## config.mk

```make
export PLATFORM = sky130hd
export DESIGN_NAME = datapath_ctrl
export DESIGN_NICKNAME = d
export VERILOG_FILES = /design/src/rtl/lab5_pkg.sv /design/src/rtl/ctrl_decode.sv /design/src/rtl/datapath_ctrl.sv
export SDC_FILE = /design/constraint.sdc
export NUM_CORES = 1
export LEC_CHECK = 0
export CORE_MARGIN = 2
export CORE_UTILIZATION = 37
export DETAILED_ROUTE_END_ITERATION = 12
export PLACE_DENSITY = 0.75
export SYNTH_ARGS = -nofsm -noshare
export SYNTH_HDL_FRONTEND = slang
export SYNTH_HIERARCHICAL = 1
export SYNTH_SLANG_ARGS = --single-unit
```

## constraint.sdc

```tcl
create_clock -name clk -period 1.4 [get_ports clk]
set_input_delay 0.28 -clock clk [delete_from_list [all_inputs] [get_ports clk]]
set_output_delay 0.28 -clock clk [all_outputs]
set_load 0.01 [all_outputs]
```

## src/rtl/lab5_pkg.sv

```systemverilog
// Shared encodings for the lab-5 datapath controller: opcodes, ALU/shift codes,
// FSM states, instruction field accessors and the control-strobe bundle.
package lab5_pkg;

    localparam logic [2:0] OP_MOVI = 3'b110;
    localparam logic [2:0] OP_MOVR = 3'b100;
    localparam logic [2:0] OP_ALU  = 3'b101;

    localparam logic [1:0] ALU_ADD = 2'b00;
    localparam logic [1:0] ALU_CMP = 2'b01;
    localparam logic [1:0] ALU_AND = 2'b10;
    localparam logic [1:0] ALU_MVN = 2'b11;

    localparam logic [1:0] SH_NONE = 2'b00;
    localparam logic [1:0] SH_LSL  = 2'b01;
    localparam logic [1:0] SH_LSR  = 2'b10;
    localparam logic [1:0] SH_ASR  = 2'b11;

    // Instruction layout: [15:13]op [12:11]ALUop [10:8]Rn [7:5]Rd [4:3]shift [2:0]Rm
    localparam int OP_LSB    = 13;
    localparam int ALUOP_LSB = 11;
    localparam int RN_LSB    = 8;
    localparam int RD_LSB    = 5;
    localparam int SH_LSB    = 3;
    localparam int RM_LSB    = 0;

    typedef enum logic [2:0] {
        S_IDLE,
        S_WRIM,
        S_LDA,
        S_LDB,
        S_EXE,
        S_WB,
        S_ERR
    } state_t;

    typedef struct packed {
        logic       vsel;
        logic       write;
        logic       loada;
        logic       loadb;
        logic       loadc;
        logic       loads;
        logic       asel;
        logic       bsel;
        logic [2:0] writenum;
        logic [2:0] readnum;
        logic [1:0] shift;
        logic [1:0] aluop;
        logic       done;
        logic       err;
    } ctrl_t;

    function automatic logic [2:0] f_op(input logic [15:0] ins);
        return ins[OP_LSB +: 3];
    endfunction

    function automatic logic [1:0] f_aluop(input logic [15:0] ins);
        return ins[ALUOP_LSB +: 2];
    endfunction

    function automatic logic [2:0] f_rn(input logic [15:0] ins);
        return ins[RN_LSB +: 3];
    endfunction

    function automatic logic [2:0] f_rd(input logic [15:0] ins);
        return ins[RD_LSB +: 3];
    endfunction

    function automatic logic [1:0] f_shift(input logic [15:0] ins);
        return ins[SH_LSB +: 2];
    endfunction

    function automatic logic [2:0] f_rm(input logic [15:0] ins);
        return ins[RM_LSB +: 3];
    endfunction

endpackage

```

## src/rtl/ctrl_decode.sv

```systemverilog
// Combinational decode of FSM state plus latched instruction into the datapath
// control strobes; every strobe is 0 outside the state that owns it.
module ctrl_decode
    import lab5_pkg::*;
(
    input  state_t      state_i,
    input  logic [15:0] instr_i,
    output ctrl_t       ctrl_o
);

    logic is_movr;
    logic is_cmp;

    assign is_movr = (f_op(instr_i) == OP_MOVR);
    assign is_cmp  = (f_op(instr_i) == OP_ALU) && (f_aluop(instr_i) == ALU_CMP);

    always_comb begin
        // NOTE: default every field first so no path through the case infers a latch.
        ctrl_o = '0;
        unique case (state_i)
            S_WRIM: begin
                ctrl_o.vsel     = 1'b1;
                ctrl_o.write    = 1'b1;
                ctrl_o.writenum = f_rd(instr_i);
                ctrl_o.done     = 1'b1;
            end
            S_LDA: begin
                ctrl_o.readnum = f_rn(instr_i);
                ctrl_o.loada   = 1'b1;
            end
            S_LDB: begin
                ctrl_o.readnum = f_rm(instr_i);
                ctrl_o.loadb   = 1'b1;
            end
            S_EXE: begin
                ctrl_o.shift = f_shift(instr_i);
                ctrl_o.loadc = 1'b1;
                if (is_movr) begin
                    // A-side forced to zero so ADD passes the shifted Rm through.
                    ctrl_o.asel  = 1'b1;
                    ctrl_o.aluop = ALU_ADD;
                end else begin
                    ctrl_o.aluop = f_aluop(instr_i);
                    ctrl_o.loads = 1'b1;
                    ctrl_o.done  = is_cmp;
                end
            end
            S_WB: begin
                ctrl_o.write    = 1'b1;
                ctrl_o.writenum = f_rd(instr_i);
                ctrl_o.done     = 1'b1;
            end
            S_ERR: begin
                ctrl_o.done = 1'b1;
                ctrl_o.err  = 1'b1;
            end
            default: ctrl_o = '0;
        endcase
    end

endmodule

```

## src/rtl/datapath_ctrl.sv

```systemverilog
// Multi-cycle sequencer for the lab-5 datapath: one instruction per valid/ready
// handshake, Moore-decoded strobes issued over 1-4 cycles.
module datapath_ctrl
    import lab5_pkg::*;
(
    input  logic        clk,
    input  logic        reset,
    input  logic        in_valid,
    output logic        in_ready,
    input  logic [15:0] instr,
    input  logic [15:0] imm,
    output logic        done,
    output logic        err,
    output logic [15:0] datapath_in,
    output logic        vsel,
    output logic        write,
    output logic        loada,
    output logic        loadb,
    output logic        loadc,
    output logic        loads,
    output logic        asel,
    output logic        bsel,
    output logic [2:0]  writenum,
    output logic [2:0]  readnum,
    output logic [1:0]  shift,
    output logic [1:0]  ALUop
);

    state_t      state_q, state_d;
    logic [15:0] instr_q, instr_d;
    logic [15:0] imm_q, imm_d;
    logic        accept;
    ctrl_t       ctrl;

    assign in_ready = (state_q == S_IDLE);
    assign accept   = in_valid && in_ready;

    // NOTE: asynchronous reset in the sensitivity list drops every strobe at once,
    // even mid-sequence, so no partial write can complete.
    always_ff @(posedge clk or posedge reset) begin
        if (reset) begin
            state_q <= S_IDLE;
            instr_q <= '0;
            imm_q   <= '0;
        end else begin
            // NOTE: non-blocking assignments keep all state updates parallel at the edge.
            state_q <= state_d;
            instr_q <= instr_d;
            imm_q   <= imm_d;
        end
    end

    always_comb begin
        state_d = state_q;
        instr_d = instr_q;
        imm_d   = imm_q;
        unique case (state_q)
            S_IDLE: begin
                if (accept) begin
                    instr_d = instr;
                    imm_d   = imm;
                    unique case (f_op(instr))
                        OP_MOVI: state_d = S_WRIM;
                        OP_ALU:  state_d = S_LDA;
                        OP_MOVR: state_d = S_LDB;
                        default: state_d = S_ERR;
                    endcase
                end
            end
            S_LDA: state_d = S_LDB;
            S_LDB: state_d = S_EXE;
            S_EXE: begin
                // CMP only updates status, so it finishes without a write-back.
                if ((f_op(instr_q) == OP_ALU) && (f_aluop(instr_q) == ALU_CMP)) begin
                    state_d = S_IDLE;
                end else begin
                    state_d = S_WB;
                end
            end
            S_WRIM, S_WB, S_ERR: state_d = S_IDLE;
            default: state_d = S_IDLE;
        endcase
    end

    ctrl_decode u_decode (
        .state_i (state_q),
        .instr_i (instr_q),
        .ctrl_o  (ctrl)
    );

    assign datapath_in = imm_q;
    assign vsel        = ctrl.vsel;
    assign write       = ctrl.write;
    assign loada       = ctrl.loada;
    assign loadb       = ctrl.loadb;
    assign loadc       = ctrl.loadc;
    assign loads       = ctrl.loads;
    assign asel        = ctrl.asel;
    assign bsel        = ctrl.bsel;
    assign writenum    = ctrl.writenum;
    assign readnum     = ctrl.readnum;
    assign shift       = ctrl.shift;
    assign ALUop       = ctrl.aluop;
    assign done        = ctrl.done;
    assign err         = ctrl.err;

endmodule
```

# Word level (Yosys, flattened, before mapping)
# Cells that the tools add are included.
# word_totals
ff_bits,35
in_bits,35
out_inout_bits,37
word_cells,40
# classes
eq_ne,13
mux,18
n_reduce_logical,6
# ops
cell,n
$eq A3 B3 Y1 const B,8
$mux W3,4
$pmux W3 S4,1
$pmux W3 S3,1
$mux W1,8
$eq A3 B2 Y1 const B,2
$pmux W3 S2,1
$mux W4,1
$eq A3 B1 Y1 const B,1
$logic_not A3 Y1,1
$reduce_or A3 Y1,1
$eq A2 B1 Y1 const B,1
$logic_and A1 B1 Y1,2
$mux W2,1
$ne A2 B1 Y1 const B,1
$pmux W1 S2,1
$reduce_and A2 Y1,1
$reduce_or A2 Y1,1

# Longest topological paths before layout
# Gate-level depths: netlist of the first run.
# depth
word_depth,4
depth_mapped,5
mapped_depth_nobuf,3

# Hierarchy
# The synthesis of the first run kept the hierarchy.
# by_module_without_submodules
mod,instances,cells_each,area_per_inst_um2,seq_area_each_um2
datapath_ctrl,1,86,1422.6,875.8
ctrl_decode,1,25,191.4,0.0

# Worst setup path before layout of the first run
# OpenSTA, ideal clock, no wires.
# synth_timing
kind,reg2reg
start,reg state_q[0]
end,reg imm_q[0] (netlist: datapath_in[0])
setup_time_ps,125
arrival_ps,1506
required_ps,1275
slack_ps,-231
stages_incl_launch_ff,6
n_path_buf,2
synth_period_minus_slack_ps,1631
path_cell_list,dfrtp_1 nor3_2 and2_4 buf_12 buf_12 mux2_4
# synth_between
elab_chain_len,3
# synth_lines
element,line_no,source
"start, declared",datapath_ctrl.sv:29,"state_t state_q, state_d;"
"start signal, assigned",datapath_ctrl.sv:47,state_q <= state_d;
$logic_not A3 Y1 (*),datapath_ctrl.sv:35,assign in_ready = (state_q == S_IDLE);
via in_ready,datapath_ctrl.sv:9,"output logic in_ready,"
$logic_and A1 B1 Y1,datapath_ctrl.sv:36,assign accept = in_valid && in_ready;
$reduce_and A2 Y1 (no source line) (*),-,
"end signal, assigned",datapath_ctrl.sv:49,imm_q <= imm_d;
"end, declared",datapath_ctrl.sv:31,"logic [15:0] imm_q, imm_d;"
# The timed path passes the listed nets; every way through them passes the cells marked *.
# A chain may end at the register's enable or synchronous reset.

# Worst setup path in the final report of the first run
# layout_timing
start,reg state_q[1]
end,out ALUop[0]
# layout_between
elab_chain_len,2
# layout_lines
element,line_no,source
$eq A3 B3 Y1,ctrl_decode.sv:20,unique case (state_i)
$mux W4,ctrl_decode.sv:20,
"end, declared",datapath_ctrl.sv:26,output logic [1:0] ALUop
# Every way passes these cells.

==> results of run 1 <==
==> cell families after synthesis <==
group	count (synthesis)	share of synthesized area (%)
DFF	35	54.3
muxes	32	24.7
and+or+nand+nor	26	11.9
AOI/OAI and AO/OA	10	4.88
buffers and inverters	7	4.11
other	1	0.232
==> worst max-delay path: stages, from the launching register on <==
cell and delay (ns):
dfrtp_2 0.43, or3b_4 0.45, buf_6 0.14, nor3b_2 0.15, buf_2 0.16
==> metrics by stage <==
stage                     power, W  cells  util [%]  setup slack (ns)  hold slack [ns]
after global placement     0.00479    251      59.6            -0.458            0.487
final                      0.00638    275      68.5            -0.490            0.310
after global routing       0.00676    275      68.5            -0.518            0.328
after floorplan            0.00336    111         -            -0.160            0.428
after CTS                  0.00629    276      68.5            -0.486            0.316
after detailed placement   0.00492    251      59.6            -0.494            0.488
==> per-layer routing <==
layer  share of wire, %  vias up  track usage, %
li1                   -      616               -
met1                 38      667            24.7
met2                 53       52            36.5
met3                7.9        7            6.49
met4                1.8        0            7.91
met5                  0        -               0
==> Yosys cell counts, drive strengths merged <==
cell	count
nor3	2
nand4b	1
or3b	1
buf	4
a21boi	1
mux2	32
nor2b	2
and2b	1
a31oi	1
and3b	2
a21oi	1
inv	3
nor3b	4
nand2	2
o211ai	1
o221ai	1
nand3b	1
a311o	1
nor2	2
dfrtp	35
and2	7
o31ai	1
conb	1
and4bb	1
a22o	3
==> cells in the final DEF, fill, tap and decap left out, drive strengths merged, types with 2 or more instances in the layout <==
master,instances
a22o,3
and2,7
and3b,2
buf,58
clkbuf,6
clkdlybuf4s50,34
dfrtp,35
dlygate4sd2,16
inv,3
mux2,32
nand2,2
nor2,2
nor2b,2
nor3,2
nor3b,4
==> final cells by class <==
type	instances	area [um2]
clock buffer	6	72.6
clock inverter	2	12.5
fill	280	1340
inverter	3	13.8
multi-input combinational	69	808
sequential	35	880
tap	52	65.1
timing repair buffer	108	1070
==> registers in the layout (all words and copies together) (netlist names) <==
signal	count
instr_q	16
datapath_in	16
state_q	3
==> worst paths after layout <==
path,slack (ns),start,cells after the start,to
hold reg to reg,0.51,instr_q[7],1,instr_q[7]
max in group asynchronous,0.81,reset,3,state_q[2]
setup / recovery,-0.49,state_q[1],4,ALUop[0]
hold / removal,0.31,reset,3,datapath_in[5]
min in group clk,0.51,instr_q[7],1,instr_q[7]
setup reg to reg,-0.39,state_q[0],7,datapath_in[14]
==> timing repair <==
action,4_1_cts,5_1_grt
cloned,2,0
setup endpoints to repair,68,53
resized for setup,146,18
hold buffers,0,0
buffers inserted,15,4
pin swaps,9,9
==> power groups by stage <==
stage	clock [W]	combinational [W]	sequential, W
2_1_floorplan	0	0.00139	0.00197
3_3_place_gp	0	0.00296	0.00184
3_5_place_dp	0	0.00304	0.00188
4_1_cts	0.000710	0.00371	0.00187
5_1_grt	0.000781	0.00401	0.00196
6_report	0.000705	0.00378	0.00189
==> run_results.csv, run 1 <==
group,metric,value,unit
cts,cts_buffers,5,
timing,skew,0.00396,ns
route,drt_wl_total,4.82,mm
pwr,netSwitchingFraction,32.7,%
floorplan,core-area,4260,um2
pwr,peakVddDrop,1.28,mV
floorplan,initial_utilization,37.9,%
cells_and_area,drive_gt1_share,54.3,%
grt,grt.overflow.total,0,
critical_path,crit_type,"reg2out",
pwr,power.density,2180,nW/um2
cells_and_area,syn2layout_area_growth,80.9,%
logic_synthesis,yosysSeqAreaShare,54.3,%
place,port_buffers,70,
timing,setup_slack,-0.490,ns
timing,period_share,135,%
critical_path,cp-start-kind,"flop",
outcome,run_status,"complete, but fails checks",
grt,grt_pass1_vias,1508,
logic_synthesis,ys_warn_count,6,
route,num_vias,1342,
pwr,clock_power_share,11.1,%
route,drc_errors,0,
worst_hold_path,hold_class,"in2async",
pwr,p_leak,1.38,nW
place,dp_hpwl,3.07,mm
route,drt_first_pass_iters,4,
cts,insertion_delay,0.29,ns
critical_path,cp_max_fo,4,
critical_path,worstPathRequired,1.12,ns
cts,cts_sinks,35,
run,maxCapViolCount,0,
floorplan,ios,72,
grt,grt_usage,21.2,%
pwr,pwr-share-seq,29.7,%
logic_synthesis,syn_area,1610,um2
timing,fmax,529,MHz
floorplan,die_height,70.0,um
cts,clkTransAtPathRegs,0.07,ns
route,wl_per_cell,17.5,um
cells_and_area,antennaDiodeCount,0,
critical_path,cp-end-kind,"output pin",
logic_synthesis,synth_nets,146,
logic_synthesis,yosysTopAreaCellShare,54.3,%
logic_synthesis,synth_cells,111,
timing,maxSlewViolCount,0,
grt,grt_pass1_wl,8.03,mm
logic_synthesis,synthTopCellsByArea,"dfrtp_1, mux2_2, mux2_4",
floorplan,rows,24,
timing,tns,-16.14,ns
logic_synthesis,ys_ff_latch,35,
floorplan,fp.dieW,70.0,um
timing,setup_viol,52,
timing,rsz0062_at_grt,"yes",
route,antenna_left,0,
pwr,p_comb_share,59.3,%
pwr,p_int,0.00430,W
logic_synthesis,synthDistinctLibCells,30,
grt,antenna_found_initial,0,
cells_and_area,fin_area,2920,um2
grt,grt_max_degree,22,
cells_and_area,final_nets,257,
place,routabilityCongestion,0.809,
cts,cts_buffer_depth,2,
critical_path,arrival,1.61,ns
pwr,switching_power,0.00208,W
route,vias_per_cell,4.88,
timing,fin_crit,1.89,ns
cts,ctsRootBufferMaster,"clkbuf_8",
timing,finalHoldViolations,0,
route,drt_iter0_drc,29,
cts,ctsHtreeMaxLevel,2,
cts,cts_tree,"yes",
floorplan,dieArea,4910,um2
logic_synthesis,synth_area_per_cell,14.5,um2
outcome,violations,"negative setup slack",
place,place_area,2540,um2
logic_synthesis,synth_top_cell_by_area,"dfrtp_1",
No activity file was read; power rests on OpenSTA's default activity.
==> inputs of run 2 (changes only) <==
--- a/config.mk
+++ b/config.mk
@@ -8,7 +8,9 @@
 export CORE_MARGIN = 2
 export CORE_UTILIZATION = 37
 export DETAILED_ROUTE_END_ITERATION = 12
+export GPL_TIMING_DRIVEN = 0
 export PLACE_DENSITY = 0.75
+export SKIP_LAST_GASP = 1
 export SYNTH_ARGS = -nofsm -noshare
 export SYNTH_HDL_FRONTEND = slang
 export SYNTH_HIERARCHICAL = 1
==> run 2 against run 1 <==
  * The flow still finishes with violations (negative setup slack)
  * Maximum frequency rose by 0.48%
  * Routed wire length fell by 8.8%
  * Cell count fell by 3.6%
  * Critical path type unchanged
  * Critical endpoint unchanged
  * Largest power group unchanged
==> run_results.csv, run 2 (same netlist as run 1, synthesis figures left out) <==
group,metric,value,unit
outcome,run_status,"complete, but fails checks",
outcome,violations,"negative setup slack",
critical_path,cp-end-kind,"output pin",
worst_hold_path,hold_class,"in2async",
timing,finalHoldViolations,0,
route,drt_first_pass_iters,3,
grt,grt.overflow.total,0,
route,drt_iter0_drc,37,
cts,insertion_delay,0.29,ns
timing,skew,0.00875,ns
cts,cts_sinks,35,
critical_path,cp-start-kind,"flop",
grt,grt_usage,18.9,%
route,antenna_left,0,
cts,cts_tree,"yes",
run,maxCapViolCount,0,
timing,tns,-18.62,ns
pwr,total_power,0.00611,W
cells_and_area,fin_util,65.1,%
grt,grt_pass1_vias,1466,
timing,fmax,532,MHz
route,num_vias,1281,
cts,ctsHtreeMaxLevel,2,
route,drc_errors,0,
grt,antenna_found_initial,0,
route,wl_per_cell,16.6,um
timing,fin_hold_ws,0.466,ns
floorplan,core-area,4260,um2
pwr,peakVddDrop,1.32,mV
cells_and_area,syn2layout_area_growth,71.9,%
critical_path,crit_type,"reg2out",
floorplan,rows,24,
cells_and_area,drive_gt1_share,51.6,%
cells_and_area,final_nets,247,
critical_path,worstPathRequired,1.12,ns
place,port_buffers,70,
grt,grt_max_degree,36,
cells_and_area,final_common_cell,"clkdlybuf4s50_1",
cells_and_area,final_cell_mix,"clkdlybuf4s50_1, dfrtp_1, mux2_4, buf_6, buf_4",
critical_path,arrival,1.60,ns
cts,ctsRootBufferMaster,"clkbuf_8",
floorplan,ios,72,
cts,cts_buffers,5,
timing,period_share,134,%
pwr,power.density,2200,nW/um2
route,drt_wl_total,4.40,mm
timing,tightestPinTransition,0.764,ns
grt,grt_pass1_wl,7.22,mm
timing,setup_slack,-0.481,ns
pwr,p_leak,1.29,nW
timing,setup_viol,52,
route,vias_per_cell,4.83,
timing,rsz0062_at_grt,"yes",
critical_path,cp_max_fo,4,
timing,fin_crit,1.88,ns
floorplan,fp.dieW,70.0,um
cts,cts_buffer_depth,2,
place,dp_hpwl,2.84,mm
cts,clkTransAtPathRegs,0.07,ns
cts,cts_hold_buf,0,
cells_and_area,antennaDiodeCount,0,
floorplan,die_height,70.0,um
timing,maxSlewViolCount,0,
place,routabilityCongestion,0.766,
place,post-place-ws,-0.614,ns
floorplan,dieArea,4910,um2
floorplan,initial_utilization,37.9,%
timing,slew-limit-headroom,49.0,%
==> run 2: timing repair <==
action                                  CTS  global route
endpoints found under the setup margin  100            53
cloned                                    1             0
pin swaps                                10             3
setup buffers                            22             3
resized for setup                       126            11
==> run 2: worst max-delay path: stages (launching register included) <==
cell and delay [ns]:
dfrtp_2 0.44, or3b_4 0.44, buf_6 0.14, nor3b_2 0.14, buf_2 0.16
==> run 2: where the power goes <==
| part | total, W | switching, W | internal [W] |
|---|---|---|---|
| clock network | 0.000914 | 0.000384 | 0.000530 |
| logic | 0.00328 | 0.00120 | 0.00208 |
| registers | 0.00192 | 0.000379 | 0.00154 |
==> run 2: area by class of cell <==
type,instances,area [um2]
tap,52,65.1
clock buffer,5,68.8
fill,330,1490
inverter,3,17.5
sequential,35,880
multi-input combinational,69,754
clock inverter,3,43.8
timing repair buffer,95,898
buffer,3,47.5
==> run 2: stage by stage <==
step / instance area [um2] / std cells
6_report: 2780 / 265
5_1_grt: 2780 / 265
4_1_cts: 2750 / 264
3_5_place_dp: 2410 / 233
3_3_place_gp: 2410 / 233
2_1_floorplan: 1640 / 111
==> run 2: path summary, 6_finish.rpt <==
kind | startpoint | end | slack (ns) | depth (start not counted)
worst max-delay path | state_q[1] | ALUop[0] | -0.48 | 4
worst min-delay path | reset | datapath_in[14] | 0.47 | 2
worst max register to register | state_q[1] | datapath_in[9] | -0.48 | 9
worst min register to register | datapath_in[10] | datapath_in[10] | 0.51 | 1
max in group asynchronous | reset | state_q[1] | 0.47 | 2
min in group clk | datapath_in[10] | datapath_in[10] | 0.51 | 1
==> run 2: per-layer routing <==
layer  track usage (%)  share of wire, %  vias to the layer above
li1                  -                 -                      598
met3              6.06               7.1                        6
met2              32.7                52                       48
met5                 0                 0                        -
met4              6.41               1.4                        0
met1              22.2                40                      629
